File: src/rtl/puf_key_reader.sv
// Reader-side controller for a PUF response generator: power-cycles the generator,
// captures NUM_SAMPLES responses, majority-votes each bit and reports key stability.
module puf_key_reader #(
  parameter int unsigned WIDTH         = 64,
  parameter int unsigned NUM_SAMPLES   = 7,
  parameter int unsigned SETTLE_CYCLES = 4,
  parameter int unsigned OFF_CYCLES    = 2,
  parameter int unsigned MAX_UNSTABLE  = 8
) (
  input  logic                         i_clk,
  input  logic                         i_rst,
  input  logic                         i_start,
  input  logic [1:0]                   i_challenge,
  output logic                         o_puf_enable,
  output logic [1:0]                   o_puf_control,
  input  logic [WIDTH-1:0]             i_puf_response,
  output logic                         o_busy,
  output logic                         o_done,
  output logic [WIDTH-1:0]             o_key,
  output logic                         o_key_valid,
  output logic                         o_key_error,
  output logic [$clog2(WIDTH+1)-1:0]   o_unstable_count
);

  localparam int unsigned CW    = $clog2(NUM_SAMPLES + 1);
  localparam int unsigned UW    = $clog2(WIDTH + 1);
  localparam int unsigned MaxPh = (SETTLE_CYCLES > OFF_CYCLES) ? SETTLE_CYCLES : OFF_CYCLES;
  localparam int unsigned PW    = $clog2(MaxPh + 1);

  localparam logic [CW-1:0] Full = CW'(NUM_SAMPLES);
  localparam logic [CW-1:0] Half = CW'(NUM_SAMPLES / 2);

  typedef enum logic [2:0] {StIdle, StOn, StOff, StEval, StDone} state_e;

  state_e          r_state;
  state_e          w_state_next;
  logic [PW-1:0]   r_phase;
  logic [CW-1:0]   r_samples;
  logic [CW-1:0]   r_ones [WIDTH];
  logic [1:0]      r_ctrl;
  logic [WIDTH-1:0] r_key;
  logic            r_valid;
  logic            r_error;
  logic [UW-1:0]   r_ucnt;

  logic            w_on_last;
  logic            w_off_last;
  logic [WIDTH-1:0] w_key;
  logic [WIDTH-1:0] w_unstable;
  logic [UW-1:0]   w_ucnt;
  logic            w_valid;

  assign w_on_last  = (r_state == StOn)  && (r_phase == PW'(SETTLE_CYCLES - 1));
  assign w_off_last = (r_state == StOff) && (r_phase == PW'(OFF_CYCLES - 1));

  // Vote and stability evaluation over the accumulated ones-counters.
  always_comb begin
    w_key      = '0;
    w_unstable = '0;
    w_ucnt     = '0;
    for (int i = 0; i < WIDTH; i++) begin
      w_key[i]      = (r_ones[i] > Half);
      w_unstable[i] = (r_ones[i] != '0) && (r_ones[i] != Full);
      w_ucnt        = w_ucnt + UW'(w_unstable[i]);
    end
    w_valid = (32'(w_ucnt) <= MAX_UNSTABLE);
  end

  always_comb begin
    w_state_next = r_state;
    case (r_state)
      StIdle:  if (i_start) w_state_next = StOn;
      StOn:    if (w_on_last) w_state_next = StOff;
      StOff:   if (w_off_last) w_state_next = (r_samples < Full) ? StOn : StEval;
      StEval:  w_state_next = StDone;
      StDone:  w_state_next = StIdle;
      default: w_state_next = StIdle;
    endcase
  end

  always_comb begin
    o_puf_enable = (r_state == StOn);
    o_busy       = (r_state == StOn) || (r_state == StOff) || (r_state == StEval);
    o_done       = (r_state == StDone);
  end

  always_ff @(posedge i_clk) begin
    if (i_rst) begin
      r_state   <= StIdle;
      r_phase   <= '0;
      r_samples <= '0;
      r_ctrl    <= '0;
      r_key     <= '0;
      r_valid   <= 1'b0;
      r_error   <= 1'b0;
      r_ucnt    <= '0;
      for (int i = 0; i < WIDTH; i++) r_ones[i] <= '0;
    end else begin
      r_state <= w_state_next;
      case (r_state)
        StIdle: begin
          if (i_start) begin
            r_ctrl    <= i_challenge;
            r_key     <= '0;
            r_valid   <= 1'b0;
            r_error   <= 1'b0;
            r_ucnt    <= '0;
            r_phase   <= '0;
            r_samples <= '0;
            for (int i = 0; i < WIDTH; i++) r_ones[i] <= '0;
          end
        end
        StOn: begin
          if (w_on_last) begin
            r_phase   <= '0;
            r_samples <= r_samples + CW'(1);
            for (int i = 0; i < WIDTH; i++) begin
              if (i_puf_response[i]) r_ones[i] <= r_ones[i] + CW'(1);
            end
          end else begin
            r_phase <= r_phase + PW'(1);
          end
        end
        StOff: begin
          r_phase <= w_off_last ? '0 : r_phase + PW'(1);
        end
        StEval: begin
          // Status is registered together with the key so all appear in the DONE cycle.
          r_key   <= w_key;
          r_ucnt  <= w_ucnt;
          r_valid <= w_valid;
          r_error <= !w_valid;
        end
        default: ;
      endcase
    end
  end

  assign o_puf_control    = r_ctrl;
  assign o_key            = r_key;
  assign o_key_valid      = r_valid;
  assign o_key_error      = r_error;
  assign o_unstable_count = r_ucnt;

endmodule
File: config.mk
export PLATFORM = sky130hd
export DESIGN_NAME = puf_key_reader
export DESIGN_NICKNAME = d
export VERILOG_FILES = /design/src/rtl/puf_key_reader.sv
export SDC_FILE = /design/constraint.sdc
export NUM_CORES = 1
export LEC_CHECK = 0
export ABC_AREA = 0
export CORE_ASPECT_RATIO = 1.25
export CORE_MARGIN = 1.5
export CORE_UTILIZATION = 55
export DETAILED_ROUTE_END_ITERATION = 10
export GPL_TIMING_DRIVEN = 0
export PLACE_DENSITY_LB_ADDON = 0.08
export SLEW_MARGIN = 20
export SYNTH_ARGS = -nofsm -noshare
export SYNTH_HDL_FRONTEND = slang
export SYNTH_SLANG_ARGS = --single-unit
File: constraint.sdc
create_clock -name i_clk -period 9.5 [get_ports i_clk]
set_input_delay 1.9 -clock i_clk [delete_from_list [all_inputs] [get_ports i_clk]]
set_output_delay 1.9 -clock i_clk [all_outputs]
set_load 0.005 [all_outputs]
==> run_results.csv, run 1 <==
group,metric,value,unit
run_status,status,"complete, no violations",
clock_network,cts.clk_slew.worst_paths,60,ps
critical_path,path_cells,"ha_1, mux2_2, fa_1, fa_1, fa_1, inv_1, fa_1, fa_1, fa_1, fa_1, fa_1, ha_1, inv_1, fa_1, nand2b_1, a21oi_1, xor2_1, a22oi_1, and4_1",
global_route,antenna_found_initial,0,
sta,hold_viol_final,0,
global_route,grt_pass1_vias,11900,
placement,dpl.cell_count,2179,
clock_network,cts_max_path_buffers,3,
pwr,power.density,334,nW/um2
layout,post-route-util,65.8,%
detailed_routing,vias,11700,
sta,rsz0062_at_grt,"no",
placement,place_ws,2420,ps
synthesis,synth_cell_types,40,
sta,timing.slew.headroom,35.2,%
layout,diodes,0,
placement,postPlaceCellArea,18300,um2
pwr,leakagePower,8.27,nW
synthesis,synthSimpleGateAreaFrac,15.1,%
sta,setup_viol,0,
critical_path,cp.buffers_inverters,2,
synthesis,synthMuxAreaShare,4.28,%
layout,fin_nets,2148,
sta,tightest_slew,968,ps
synthesis,ys_warn_count,0,
critical_path,cp.depth,19,
worst_hold_path,hold-path-cell-count,2,
placement,port_buffers,146,
floorplanning,die_x,157,um
sta,setup_tns,0,ps
layout,mostFrequentLayoutCells,"inv_1 (242), nor2_1 (215), ha_1 (211)",
worst_hold_path,min_delay_worst_endpoint,"o_unstable_count[5]$_SDFFE_PP0P_",
sta,hold_slack,455,ps
floorplanning,pin_count,147,
detailed_routing,dr.first_iter.drc_count,480,
critical_path,required,9930,ps
synthesis,async_flop_share,0,%
critical_path,r2r_cells,19,
synthesis,syn_nets,1971,
run,drv_cap,0,
sta,final.setup_skew,14.4,ps
synthesis,syn_area,16400,um2
critical_path,startpoint_type,"flop",
sta,worst_slack,2430,ps
detailed_routing,drc_errors,0,
critical_path,crit_top_cell,"fa_1",
critical_path,worst_ep_arrival_time,7500,ps
critical_path,crit_path_end_kind,"flop",
critical_path,critical_path.top_delay_family,"adder cells",
layout,drive_above_1_share,5.17,%
clock_network,clk_latency,550,ps
placement,hpwlAfterDp,27.6,mm
clock_network,cts_root_buf,"clkbuf_16",
synthesis,synth-seq-area-share,45.3,%
critical_path,r2r_start,"r_ones[0][15]$_SDFFCE_PN0P_",
global_route,grt_pass1_wl,58.0,mm
layout,syn2layout_area_growth,17.5,%
clock_network,cts_resized,0,
layout,stdcell_count,2232,
layout,fin_area,19200,um2
clock_network,cts_tree,"yes",
critical_path,rr_endpoint,"o_key_valid$_SDFFE_PP0P_",
synthesis,synth_compound_area_share,5.06,%
synthesis,dominantRegCellSynth,"edfxtp_1",
detailed_routing,wirelength,36.4,mm
floorplanning,num_rows,70,
synthesis,synth_area_leaders,"edfxtp_1 (35%), ha_1 (16%), dfxtp_1 (11%), fa_1 (6.6%), inv_1 (5.5%)",
clock_network,cts_made_buffers,29,
critical_path,slowest_stage,"fa_1",
clock_network,clkSinkCount,276,
global_route,grt_max_degree,14,
floorplanning,die-area,30800,um2
floorplanning,core,29300,um2
sta,max_freq,141,MHz
synthesis,syn_inst,1637,
critical_path,reg2reg_setup_slack,2430,ps
sta,min_period,7070,ps
critical_path,timing.critical_path.fanout_max,4,
clock_network,hold_buffers,0,
synthesis,synth-seq-cells,276,
layout,mostFrequentLayoutCell,"inv_1",
detailed_routing,dr.pass1.iters,5,
layout,fill_cells,2439,
clock_network,post_cts_buffers,0,
synthesis,synth_top_family_by_area,"adder cells",
clock_network,cts_htree_levels,1,
global_route,grt_util_all_layers,24.2,%
placement,routabilityCongestion,0.817,
detailed_routing,vias_per_cell,5.22,
synthesis,synth_top_area_cell,"edfxtp_1",
pwr,power.total,6.44,mW
detailed_routing,ant_nets,0,
floorplanning,start_util,56.0,%
worst_hold_path,hold_start,"o_unstable_count[5]$_SDFFE_PP0P_",
synthesis,yosys.area_share.adder,22.7,%
sta,maxSlewViolCount,0,
synthesis,synthesis.area_per_instance,10.0,um2
critical_path,cp_slowest_stage_delay,620,ps
critical_path,timing_worst_setup_path_type,"flop to flop",
worst_hold_path,hold_path_class,"flop to flop",
synthesis,synth_xor_area_share,0.321,%
pwr,max-vdd-ir-drop,1.01,mV
sta,final_min_period_over_clock_period,74.4,%
floorplanning,dieHeight,196,um
detailed_routing,wl_per_cell,16.3,um
synthesis,synth_edf_count,189,
synthesis,yosysTopAreaCellShare,34.6,%
global_route,grt_overflow,0,
[area by class of cell]
class	instances	area (um2)	area share, %
tap	396	495	2.57
timing repair buffer	146	1460	7.59
multi-input combinational	1064	7780	40.4
inverter	242	908	4.72
sequential	276	7420	38.5
clock buffer	50	886	4.60
buffer	55	277	1.44
clock inverter	3	18.8	0.0975
[tightest hold or removal path, stage by stage, from the launching register on]
cell and delay, ps:
dfxtp_1 300, nand2_1 50, a21oi_1 50
[Yosys cell counts, types with 2 or more instances]
cell / instances
a21o_1: 2
a21oi_1: 143
a22oi_1: 5
a31oi_1: 2
and2_1: 2
and3_1: 63
buf_2: 11
buf_4: 9
buf_6: 3
clkbuf_1: 32
dfxtp_1: 87
edfxtp_1: 189
fa_1: 54
ha_1: 211
inv_1: 242
mux2_2: 25
mux2i_1: 42
nand2_1: 201
nand2b_1: 3
nand3_1: 3
nor2_1: 215
nor2_2: 2
nor3_1: 65
nor3_2: 3
nor3b_1: 3
or3_1: 2
xnor2_1: 4
xor2_1: 2
[worst max path at each step]
| stage | startpoint | endpoint | slack (ps) |
|---|---|---|---|
| 2_1_floorplan | r_ones[1][9]$_SDFFCE_PN0P_ | o_key_valid$_SDFFE_PP0P_ | 2940 |
| 3_3_place_gp | r_ones[0][15]$_SDFFCE_PN0P_ | o_key_valid$_SDFFE_PP0P_ | 2450 |
| 3_5_place_dp | r_ones[0][15]$_SDFFCE_PN0P_ | o_key_error$_SDFFE_PP0P_ | 2420 |
| 4_1_cts | r_ones[0][15]$_SDFFCE_PN0P_ | o_key_error$_SDFFE_PP0P_ | 2360 |
| 5_1_grt | r_ones[0][15]$_SDFFCE_PN0P_ | o_key_valid$_SDFFE_PP0P_ | 2140 |
| 6_report | r_ones[0][15]$_SDFFCE_PN0P_ | o_key_valid$_SDFFE_PP0P_ | 2430 |
[flip-flops by register name (all words and copies together), names as in the netlist]
register	count
o_key_valid	1
r_state	3
r_phase	3
r_ones	192
r_samples	3
o_key_error	1
o_key	64
o_unstable_count	7
o_puf_control	2
[layer usage]
layer  track usage, %  wire [um]  up-vias
met1             28.6      14300     5564
met5                0          0        -
met3             3.20       1940       58
met4             6.46        911        0
met2             45.4      19200      264
li1                 -          -     5764
[logic make-up after synthesis]
family / Yosys count
AO/OA/AOI/OAI: 158
adder cells (fa/ha/maj): 265
AND/OR/NAND/NOR: 568
buffers and inverters: 297
XOR/XNOR: 6
flip-flops: 276
multiplexers: 67
[where the power goes]
group / switching [mW] / internal [mW] / total [mW]
Sequential: 0.0415 / 1.33 / 1.37
Clock: 0.457 / 0.628 / 1.08
Combinational: 2.25 / 1.73 / 3.98
Total: 2.74 / 3.69 / 6.44
(Power assumes the default switching activity.)
==> inputs of run 2 (changes only) <==
==> constraint.sdc (replaced) <==
create_clock -name i_clk -period 7.15 [get_ports i_clk]
set_input_delay 1.43 -clock i_clk [delete_from_list [all_inputs] [get_ports i_clk]]
set_output_delay 1.43 -clock i_clk [all_outputs]
set_load 0.005 [all_outputs]
==> run_results.csv, run 2 (same netlist as run 1, synthesis figures left out) <==
group,metric,value,unit
run_status,status,"complete, no violations",
critical_path,cp_slowest_stage_delay,620,ps
detailed_routing,dr.pass1.iters,5,
layout,regMostFlops,"r_ones",
sta,max_freq,145,MHz
critical_path,rr_endpoint,"o_key_valid$_SDFFE_PP0P_",
placement,routabilityCongestion,0.817,
detailed_routing,ant_nets,0,
layout,drive_above_1_share,5.60,%
global_route,antenna_found_initial,0,
critical_path,r2r_start,"r_ones[0][15]$_SDFFCE_PN0P_",
clock_network,cts.clk_slew.worst_paths,60,ps
pwr,power.density,459,nW/um2
global_route,grt_pass1_wl,58.0,mm
sta,worst_slack,249,ps
placement,hpwlAfterDp,27.6,mm
floorplanning,start_util,56.0,%
critical_path,timing.critical_path.fanout_max,4,
sta,setup_tns,0,ps
floorplanning,core,29300,um2
sta,maxSlewViolCount,0,
clock_network,cts_tree,"yes",
global_route,grt_overflow,0,
global_route,grt_max_degree,14,
floorplanning,dieHeight,196,um
critical_path,crit_top_cell,"fa_1",
placement,dpl.cell_count,2179,
sta,min_period,6900,ps
layout,diodes,0,
pwr,leakagePower,8.28,nW
critical_path,timing_worst_setup_path_type,"flop to flop",
critical_path,worst_ep_arrival_time,7330,ps
global_route,grt_pass1_vias,11900,
layout,mostFrequentLayoutCells,"inv_1 (242), nor2_1 (215), ha_1 (209)",
sta,hold_viol_final,0,
clock_network,cts_htree_levels,1,
sta,tightest_slew,976,ps
sta,hold_slack,456,ps
detailed_routing,wirelength,36.5,mm
critical_path,slowest_stage,"fa_2",
critical_path,startpoint_type,"flop",
floorplanning,pin_count,147,
sta,final_min_period_over_clock_period,96.5,%
global_route,grt_util_all_layers,24.2,%
sta,rsz0062_at_grt,"no",
detailed_routing,vias,11700,
clock_network,cts_made_buffers,29,
floorplanning,num_rows,70,
layout,post-route-util,65.9,%
detailed_routing,vias_per_cell,5.23,
layout,mostFrequentLayoutCell,"inv_1",
layout,syn2layout_area_growth,17.7,%
layout,stdcell_count,2235,
placement,place_ws,72.1,ps
clock_network,hold_buffers,0,
clock_network,clk_latency,540,ps
clock_network,cts_root_buf,"clkbuf_16",
layout,largest_reg_flops,192,
clock_network,cts_max_path_buffers,3,
layout,fin_nets,2151,
sta,final.setup_skew,14.9,ps
detailed_routing,wl_per_cell,16.3,um
layout,fin_area,19300,um2
worst_hold_path,hold_path_class,"flop to flop",
run,drv_cap,0,
floorplanning,die-area,30800,um2
detailed_routing,drc_errors,0,
critical_path,r2r_cells,19,
critical_path,path_cells,"ha_1, mux2_2, fa_2, fa_1, fa_1, inv_1, fa_1, fa_1, fa_1, fa_1, fa_1, ha_1, inv_1, fa_1, nand2b_1, a21oi_2, xor2_1, a22oi_2, and4_1",
critical_path,required,7580,ps
pwr,power.total,8.85,mW
sta,setup_viol,0,
detailed_routing,dr.first_iter.drc_count,519,
critical_path,crit_path_end_kind,"flop",
placement,port_buffers,146,
critical_path,reg2reg_setup_slack,250,ps
placement,postPlaceCellArea,18300,um2
sta,timing.slew.headroom,34.7,%
critical_path,endpoint,"o_key_valid$_SDFFE_PP0P_",
pwr,max-vdd-ir-drop,1.33,mV
critical_path,setup.worst_path.start,"r_ones[0][15]$_SDFFCE_PN0P_",
clock_network,clkSinkCount,276,
floorplanning,die_x,157,um
## run 2: routing by layer
layer / vias to the layer above / global-route usage (%) / wire length (um)
li1: 5770 / - / -
met1: 5601 / 28.6 / 14600
met2: 261 / 45.4 / 19200
met3: 58 / 3.20 / 1820
met4: 0 / 6.46 / 907
met5: - / 0 / 0
## run 2: how the worst min path moves through the flow
stage	startpoint	to	slack, ps	depth (start not counted)
detailed placement	o_unstable_count[5]$_SDFFE_PP0P_	o_unstable_count[5]$_SDFFE_PP0P_	450	2
CTS	o_unstable_count[5]$_SDFFE_PP0P_	o_unstable_count[5]$_SDFFE_PP0P_	460	2
global route	o_unstable_count[5]$_SDFFE_PP0P_	o_unstable_count[5]$_SDFFE_PP0P_	480	2
finish	o_unstable_count[5]$_SDFFE_PP0P_	o_unstable_count[5]$_SDFFE_PP0P_	460	2
floorplan	r_phase[2]$_SDFFE_PP0P_	r_phase[2]$_SDFFE_PP0P_	440	2
global placement	o_unstable_count[5]$_SDFFE_PP0P_	o_unstable_count[5]$_SDFFE_PP0P_	450	2
## run 2: power by group
part           switching, mW  total (mW)  internal (mW)
Clock                  0.610        1.44          0.834
Combinational           3.12        5.58           2.46
Sequential            0.0553        1.82           1.77
## run 2: area by class of cell
cell class	instances	area, um2
fillers	2440	9970
well taps	396	495
inverters	242	908
clock buffers	50	886
plain buffers	55	277
clock inverters	3	18.8
repair buffers	149	1480
multi-input cells	1064	7800
flip-flops and latches	276	7420
## run 2: worst max-delay path: cells and delay by family, from the launching register on
kind / cells / cell delay, ps
AND/OR/NAND/NOR: 2 / 370
adder cells (fa/ha/maj): 11 / 5060
buffers and inverters: 2 / 120
multiplexers: 1 / 310
XOR/XNOR: 1 / 230
flip-flops: 1 / 440
AO/OA/AOI/OAI: 2 / 280
## run 2: timing repair
action                     in CTS  in global routing
gates resized for setup         0                  5
setup buffers                   0                  3
setup endpoints to repair       0                  2
